[src/rtl/serial_arith_pkg.sv]
// serial_arith_pkg: shared FSM states and sizing helper for the bit-serial arithmetic blocks
package serial_arith_pkg;
    typedef enum logic [1:0] {
        IDLE  = 2'd0,
        SHIFT = 2'd1,
        DONE  = 2'd2
    } state_t;

    function automatic int cnt_width(input int width);
        return $clog2(width + 1);
    endfunction
endpackage

[src/rtl/full_subtractor.sv]
// full_subtractor: combinational 1-bit difference/borrow cell
module full_subtractor (
    input  logic x,
    input  logic y,
    input  logic bi,
    output logic d,
    output logic bo
);
    assign d  = x ^ y ^ bi;
    assign bo = (~x & y) | (~(x ^ y) & bi);
endmodule

[src/rtl/serial_subtractor.sv]
// serial_subtractor: bit-serial a - b - bin, LSB first, one bit per clock
module serial_subtractor
    import serial_arith_pkg::*;
#(
    parameter int WIDTH = 8
) (
    input  logic             clk,
    input  logic             rst_n,
    input  logic             start_valid,
    output logic             start_ready,
    input  logic [WIDTH-1:0] a,
    input  logic [WIDTH-1:0] b,
    input  logic             bin,
    output logic [WIDTH-1:0] diff,
    output logic             bout,
    output logic             done_valid,
    input  logic             done_ready,
    output logic             busy
);
    localparam int CW = cnt_width(WIDTH);

    state_t           state, nxt;
    logic [WIDTH-1:0] sa, sb, sd, sd_next;
    logic [CW-1:0]    count;
    logic             borrow, d, bo, last;

    full_subtractor u_fs (
        .x (sa[0]),
        .y (sb[0]),
        .bi(borrow),
        .d (d),
        .bo(bo)
    );

    assign last        = count == CW'(WIDTH - 1);
    assign sd_next     = {d, sd[WIDTH-1:1]};
    assign start_ready = state == IDLE;
    assign done_valid  = state == DONE;
    assign busy        = state != IDLE;

    always_comb begin
        nxt = state;
        if (state == IDLE && start_valid) nxt = SHIFT;
        else if (state == SHIFT && last) nxt = DONE;
        else if (state == DONE && done_ready) nxt = IDLE;
    end

    always_ff @(posedge clk or negedge rst_n) begin
        if (!rst_n) state <= IDLE;
        else state <= nxt;
    end

    // diff/bout are only written at the last shift so they hold across DONE and IDLE
    always_ff @(posedge clk or negedge rst_n) begin
        if (!rst_n) begin
            sa     <= '0;
            sb     <= '0;
            sd     <= '0;
            borrow <= 1'b0;
            count  <= '0;
            diff   <= '0;
            bout   <= 1'b0;
        end else if (state == IDLE && start_valid) begin
            sa     <= a;
            sb     <= b;
            borrow <= bin;
            count  <= '0;
        end else if (state == SHIFT) begin
            sa     <= sa >> 1;
            sb     <= sb >> 1;
            sd     <= sd_next;
            borrow <= bo;
            count  <= count + CW'(1);
            if (last) begin
                diff <= sd_next;
                bout <= bo;
            end
        end
    end
endmodule

[config.mk]
export PLATFORM = sky130hd
export DESIGN_NAME = serial_subtractor
export DESIGN_NICKNAME = d
export VERILOG_FILES = /design/src/rtl/serial_arith_pkg.sv /design/src/rtl/full_subtractor.sv /design/src/rtl/serial_subtractor.sv
export SDC_FILE = /design/constraint.sdc
export NUM_CORES = 1
export LEC_CHECK = 0
export BUFFER_PORTS_ARGS = -buffer_cell sky130_fd_sc_hd__buf_2
export CORE_MARGIN = 1
export CORE_UTILIZATION = 35
export CTS_CLUSTER_DIAMETER = 120
export DETAILED_ROUTE_END_ITERATION = 12
export PLACE_DENSITY = 0.54
export SLEW_MARGIN = 20
export SYNTH_ARGS = -nofsm -noshare
export SYNTH_HDL_FRONTEND = slang
export SYNTH_SLANG_ARGS = --single-unit
[constraint.sdc]
create_clock -name clk -period 3.56 [get_ports clk]
set_input_delay 0.712 -clock clk [delete_from_list [all_inputs] [get_ports clk]]
set_output_delay 0.712 -clock clk [all_outputs]
set_load 0.05 [all_outputs]
==> metrics.md, run 1 <==
| Metric | Value |
|---|---|
| Worst vdd ir | `approximately 0.31 mV` |
| Most used standard cell by instance count after synthesis | `nand2_1` |
| Routability congestion estimate | `slightly above 0.7` |
| Antenna violations before repair | `0` |
| Number of buffers on the longest clock path | `2` |
| RSZ-0062 raised after global routing | `false` |
| Yosys warning total | `0` |
| CTS root buffer | `clkbuf_8` |
| Critical-path maximum fanout | `8` |
| Internal power contribution | `1.10 mW` |
| Filler Cells Inserted | `492` |
| Portion of the clock cycle consumed by the worst path in the final layout | `between 50 and 60%` |
| Cell-by-cell listing of the critical path | `or2_2, inv_1, buf_2` |
| Router iterations before antenna repair | `4` |
| Hold violation count in the final report | `0` |
| GRT Overall Usage | `14.0%` |
| Fraction of final layout cells sized beyond drive strength 1 | `24.9%` |
| Switching power total | `around 0.85 mW` |
| Average instance area after synthesis | `around 10 sq um` |
| Height of the die | `72.1 microns` |
| Sequential element share of the synthesized area | `56.8%` |
| Achievable frequency | `0.485 GHz` |
| Area used by multi-input combinational logic | `approximately 660 sq um` |
| Leakage power figure | `between 1 and 1.5 nW` |
| Count of buffer and inverter cells on the critical path | `2` |
| Max-slew violations | `0` |
| Floorplan die area | `0.00519 sq mm` |
| Slew at the pin closest to its max-slew limit | `approximately 880 ps` |
| Crit path DAT | `approximately 1400 ps` |
| Number of setup buffers added after CTS | `0` |
| DRC violations left | `0` |
| Post-synth ARST share | `100%` |
| Wirelength per Cell | `about 12 microns` |
| Proportion of power drawn by combinational gates | `45.8%` |
| Antenna diodes | `0` |
| Post-detailed-placement half-perimeter wirelength | `1980 microns` |
| Seq cells post-synth | `39` |
| Total routed wirelength | `approximately 3200 microns` |
| Core ar. | `about 0.0047 sq mm` |
| Sum Neg Setup Slack | `0 ps` |
| Class of the tightest hold or removal check | `flop to flop` |
| Post-synth design cell area | `0.00172 sq mm` |
| Number of H-tree branching levels | `2` |
| Kind of cell adding the most delay to the critical path | `flip-flops` |
| Slew headroom | `a little over 40%` |
| Count of mapped cells out of synthesis | `170` |
| TritonCTS Sinks | `39` |
| Global route hottest layer | `met2` |
| Clock-pin slew reported for the worst setup and hold paths after clock tree synthesis | `70 ps` |
| Effective utilization at floorplan | `between 30% and 40%` |
| Post-cts sizing count | `0` |
| Overflow after GRT | `0` |
| Crit end category | `primary output` |
| CTS tree | `done` |
| Port Buf Inserts | `32` |
| Register area | `976 sq um` |
| Num ports | `33` |
| Post-synth EDFFs | `0` |
| Net total in the final layout | `roughly 220` |
| Share of Yosys cell area claimed by the top area cell type | `56.8%` |
| Max cap viols | `0` |
| Commonest cells post-synth | `nand2_1, dfrtp_1, nor2_1` |
| Maximum number of pins on one net before global-route repair | `40` |
| Starting DRT DRC Count | `between 80 and 90` |
| Sw Ratio | `roughly 44%` |
| Met1 global-route usage | `between 15 and 20%` |
| Total of endpoints with negative setup slack in the final report | `0` |
| Met3 Resource Use GR | `approximately 4.2%` |
| Worst Path Required | `approximately 2900 ps` |
| Worst setup skew after layout | `~4.5 ps` |
| Time the final worst path needs with I/O delays and setup | `between 2000 and 2500 ps` |
| Worst hold slack after final layout | `between 400 and 500 ps` |
| Post-route ant nets | `0` |
| Clock insertion delay at the later pin of the skew report | `~290 ps` |
| Flip-flop cell with the highest count after synthesis | `dfrtp_1` |
| Die span in x | `approximately 72 microns` |
| Worst-path cell with the longest stage delay | `dfrtp_1` |
| Wire length of the first global-routing pass | `approximately 5400 microns` |
| Status | `complete, no violations` |
| Startpoint class of the critical path | `flop` |
| Average vias per placed instance | `~4.5` |
| Count of cell types in the netlist | `30` |
| Number of CTS-inserted buffers | `5` |
| Kind of critical path | `flop to primary output` |
| Portion of total power attributed to sequential cells | `39.4%` |
| Synth-to-Final Area Change | `15.6%` |
| Power density relative to cell area | `985 mW/mm^2` |
| Met2 GRT Util | `approximately 22%` |
| Top cells by area in the synthesized netlist | `dfrtp_1, nand2_1, mux2_4` |
| Total number of vias | `around 1200` |
| Via count of the first global-routing pass | `roughly 1200` |
| Post-synth top area cell | `dfrtp_1` |
| Mapped Nets | `193` |
| Cell row count | `25` |
| Share of power burned in the clock network | `about 15%` |
| Hold buffer count at cts | `0` |
| Max stage delay on crit path | `440 ps` |
==> power by group through the flow <==
stage / Clock [mW] / Sequential [mW] / Combinational (mW)
final: 0.288 / 0.771 / 0.896
after global routing: 0.315 / 0.800 / 1.01
after CTS: 0.296 / 0.773 / 0.920
after detailed placement: 0 / 0.780 / 0.921
after global placement: 0 / 0.777 / 0.912
after floorplan: 0 / 0.914 / 0.606
==> through the flow <==
stage	area (sq um)	util [%]	worst slack (ps)	total power, mW	std cells
3_5_place_dp	1900	40.3	1560	1.70	260
5_1_grt	1990	42.0	1440	2.13	268
4_1_cts	1990	42.0	1490	1.99	268
3_3_place_gp	1900	40.3	1590	1.69	260
6_report	1990	42.0	1500	1.96	268
2_1_floorplan	1720	-	1640	1.52	170
==> worst paths after layout <==
check / startpoint / to / slack (ps) / cells past startpoint
worst max-delay path: state[1]$_DFFE_PN0P_ / start_ready / 1500 / 3
worst min-delay path: count[3]$_DFFE_PN0P_ / count[3]$_DFFE_PN0P_ / 470 / 1
worst max register to register: state[0]$_DFFE_PN0P_ / diff[5]$_DFFE_PN0P_ / 1760 / 4
worst min register to register: count[3]$_DFFE_PN0P_ / count[3]$_DFFE_PN0P_ / 470 / 1
max in group asynchronous: rst_n / sb[3]$_DFFE_PN0P_ / 2500 / 1
min in group asynchronous: rst_n / diff[0]$_DFFE_PN0P_ / 530 / 1
==> cell type report <==
cell class	count	area share, %
Multi-Input combinational cell	116	33.1
Clock buffer	7	3.84
Inverter	5	0.945
Sequential cell	39	49.1
Timing Repair Buffer	33	8.44
Tap cell	67	4.22
Clock inverter	1	0.252
==> routing by layer <==
metal / wire [microns] / part of all wire, %
met5: 0 / 0
met4: 46 / 1.5
met3: 120 / 3.8
met2: 1440 / 46
met1: 1550 / 49
==> flip-flops by register name, indices dropped and copies added, names as in the netlist <==
register	cells
sa	8
bout	1
borrow	1
diff	8
state	2
sb	8
sd	7
count	4
==> worst reg2reg max path, stage by stage (launching register included) <==
cell	delay, ps
dfrtp_1	450
nor2b_1	160
buf_4	280
and4b_4	440
mux2_2	370
==> cells in the final DEF (no fill, tap or decap), drive strengths merged <==
cell type  netlist  routed
nand2           58      58
dfrtp           39      39
buf              8      33
nor2            13      13
a31oi           12      12
mux2             8       8
clkbuf           2       7
inv              5       5
nand3            3       3
o21ai            3       3
nor2b            2       2
mux2i            2       2
a22oi            2       2
or2              1       1
and4b            1       1
or3b             1       1
or2b             1       1
a21o             1       1
nor3b            1       1
nand4            1       1
o21bai           1       1
a221o            1       1
a21oi            1       1
o21ba            1       1
fa               1       1
ha               1       1
clkinv           0       1
==> kinds of logic (layout without fill, tap and decap cells) <==
family          count (synthesis)  after routing  synth area share, %
fa+ha+maj                       2              2                 1.89
buf+inv                        15             46                 4.88
simple gates                   82             82                 20.0
mux                            10             10                 7.94
flops                          39             39                 56.8
compound gates                 22             22                 8.45
Power figures use the tool's default switching activity.
==> run 2, diff against run 1 <==
clock period = 1.95 ns   (was 3.56 ns; I/O delays follow)
==> metrics.md, run 2 (synthesis results as in run 1) <==
| Metric | Value |
|---|---|
| Net total in the final layout | `roughly 230` |
| Instance count after placement with tap cells included | `approximately 260` |
| Final non-filler cell total | `272` |
| Slew headroom | `67.1%` |
| Clock insertion delay at the later pin of the skew report | `about 280 ps` |
| Number of setup buffers added after CTS | `0` |
| Antenna violations before repair | `0` |
| Synth-to-Final Area Change | `18.4%` |
| Worst setup skew after layout | `approximately 3.5 ps` |
| CTS tree | `done` |
| Wire length of the first global-routing pass | `5280 microns` |
| Class of the tightest hold or removal check | `primary input to asynchronous set/reset pin` |
| Average vias per placed instance | `about 4.6` |
| Crit path DAT | `1350 ps` |
| CTS root buffer | `clkbuf_8` |
| Time the final worst path needs with I/O delays and setup | `roughly 1700 ps` |
| Number of buffers on the longest clock path | `2` |
| Num ports | `33` |
| GRT Overall Usage | `between 10% and 20%` |
| Hold buffer count at cts | `0` |
| Routability congestion estimate | `between 0.6 and 0.7` |
| Effective utilization at floorplan | `between 30% and 40%` |
| Post-route ant nets | `0` |
| Met3 Resource Use GR | `between 3 and 4%` |
| Portion of the clock cycle consumed by the worst path in the final layout | `between 80 and 90%` |
| Critical-path maximum fanout | `8` |
| Registers with the most flip-flops | `diff: 8 flops, sa: 8 flops, sb: 8 flops` |
| Maximum number of pins on one net before global-route repair | `40` |
| Worst vdd ir | `roughly 0.64 mV` |
| Achievable frequency | `between 0.5 and 0.6 GHz` |
| Floorplan die area | `0.00519 sq mm` |
| Router iterations before antenna repair | `4` |
| Sum of internal, switching and leakage power | `roughly 3.7 mW` |
| DRC violations left | `0` |
| Highest-count cells in the layout ignoring fill and taps | `nand2_1, dfrtp_1, buf_2` |
| Met2 GRT Util | `between 20 and 25%` |
| Max cap viols | `0` |
| Startpoint class of the critical path | `flop` |
| Global route hottest layer | `met2` |
| Worst Path Required | `1560 ps` |
| Total number of vias | `1240` |
| Wirelength per Cell | `about 12 microns` |
| Slew at the pin closest to its max-slew limit | `roughly 500 ps` |
| Starting DRT DRC Count | `39` |
| Fraction of final layout cells sized beyond drive strength 1 | `approximately 27%` |
| Max-slew violations | `0` |
| Number of H-tree branching levels | `2` |
| Power density relative to cell area | `1810 mW/mm^2` |
| Die span in x | `between 70 and 80 microns` |
| Total routed wirelength | `about 3100 microns` |
| Port Buf Inserts | `32` |
| Final cell utilization of the core | `about 43%` |
| Via count of the first global-routing pass | `between 1000 and 1500` |
| Height of the die | `a little over 70 microns` |
| Number of CTS-inserted buffers | `5` |
| Hold violation count in the final report | `0` |
| Met1 global-route usage | `16.1%` |
| Kind of critical path | `flop to primary output` |
| Post-detailed-placement half-perimeter wirelength | `approximately 2100 microns` |
| Overflow after GRT | `0` |
| TritonCTS Sinks | `39` |
| Antenna diodes | `0` |
| RSZ-0062 raised after global routing | `false` |
| Core ar. | `about 0.0047 sq mm` |
| Leading cell type in the layout, fill and taps excluded | `nand2_1` |
| Post-cts sizing count | `0` |
| Clock-pin slew reported for the worst setup and hold paths after clock tree synthesis | `approximately 70 ps` |
| Leakage power figure | `1.04 nW` |
| Sum Neg Setup Slack | `0 ps` |
| Total of endpoints with negative setup slack in the final report | `0` |
| Status | `complete, no violations` |
| Crit end category | `primary output` |
| Cell row count | `25` |
-- run 2: cell types whose count changed in the layout (fill, tap and decap cells not counted), sizes merged --
| cell | before | now |
|---|---|---|
| buf | 33 | 37 |
| clkbuf | 7 | 8 |
| clkinv | 1 | 0 |
-- run 2: critical path: stages (launching register included) --
cell,delay (ps)
dfrtp_1,440
or2_2,330
inv_1,50
buf_2,250
-- run 2: metal layers --
layer / vias to the layer above / part of all wire [%] / routed length, microns
li1: 627 / - / -
met1: 580 / 47 / 1480
met2: 28 / 48 / 1490
met3: 5 / 3.9 / 121
met4: 0 / 1.3 / 40
met5: - / 0 / 0
-- run 2: where the power goes --
group / internal, mW / switching, mW / total [mW]
Sequential: 1.18 / 0.224 / 1.41
Clock: 0.323 / 0.263 / 0.586
Combinational: 0.611 / 1.07 / 1.68
-- run 2: worst paths after layout --
| check | from | to | slack [ps] | cells past startpoint |
|---|---|---|---|---|
| max in group asynchronous | rst_n | sa[2]$_DFFE_PN0P_ | 1460 | 2 |
| worst max-delay path | state[1]$_DFFE_PN0P_ | start_ready | 210 | 3 |
| worst min register to register | count[3]$_DFFE_PN0P_ | count[3]$_DFFE_PN0P_ | 470 | 1 |
| min in group clk | b[7] | sb[7]$_DFFE_PN0P_ | 290 | 3 |
| worst min-delay path | rst_n | diff[0]$_DFFE_PN0P_ | 150 | 2 |
| worst max register to register | state[0]$_DFFE_PN0P_ | diff[5]$_DFFE_PN0P_ | 440 | 3 |
-- run 2: area by class of cell --
class	count	area, sq um
Inverter	5	18.8
Multi-Input combinational cell	116	658
Tap cell	67	83.8
Timing Repair Buffer	37	198
Clock buffer	8	100
Fill cell	479	2690
Sequential cell	39	976
-- run 2: metrics by stage --
stage / area, sq um / setup slack (ps) / hold slack [ps]
global route: 2030 / 152 / 186
finish: 2030 / 210 / 151
detailed placement: 1930 / 434 / 463
floorplan: 1720 / 351 / 94.4
global placement: 1930 / 456 / 462
CTS: 2030 / 198 / 166
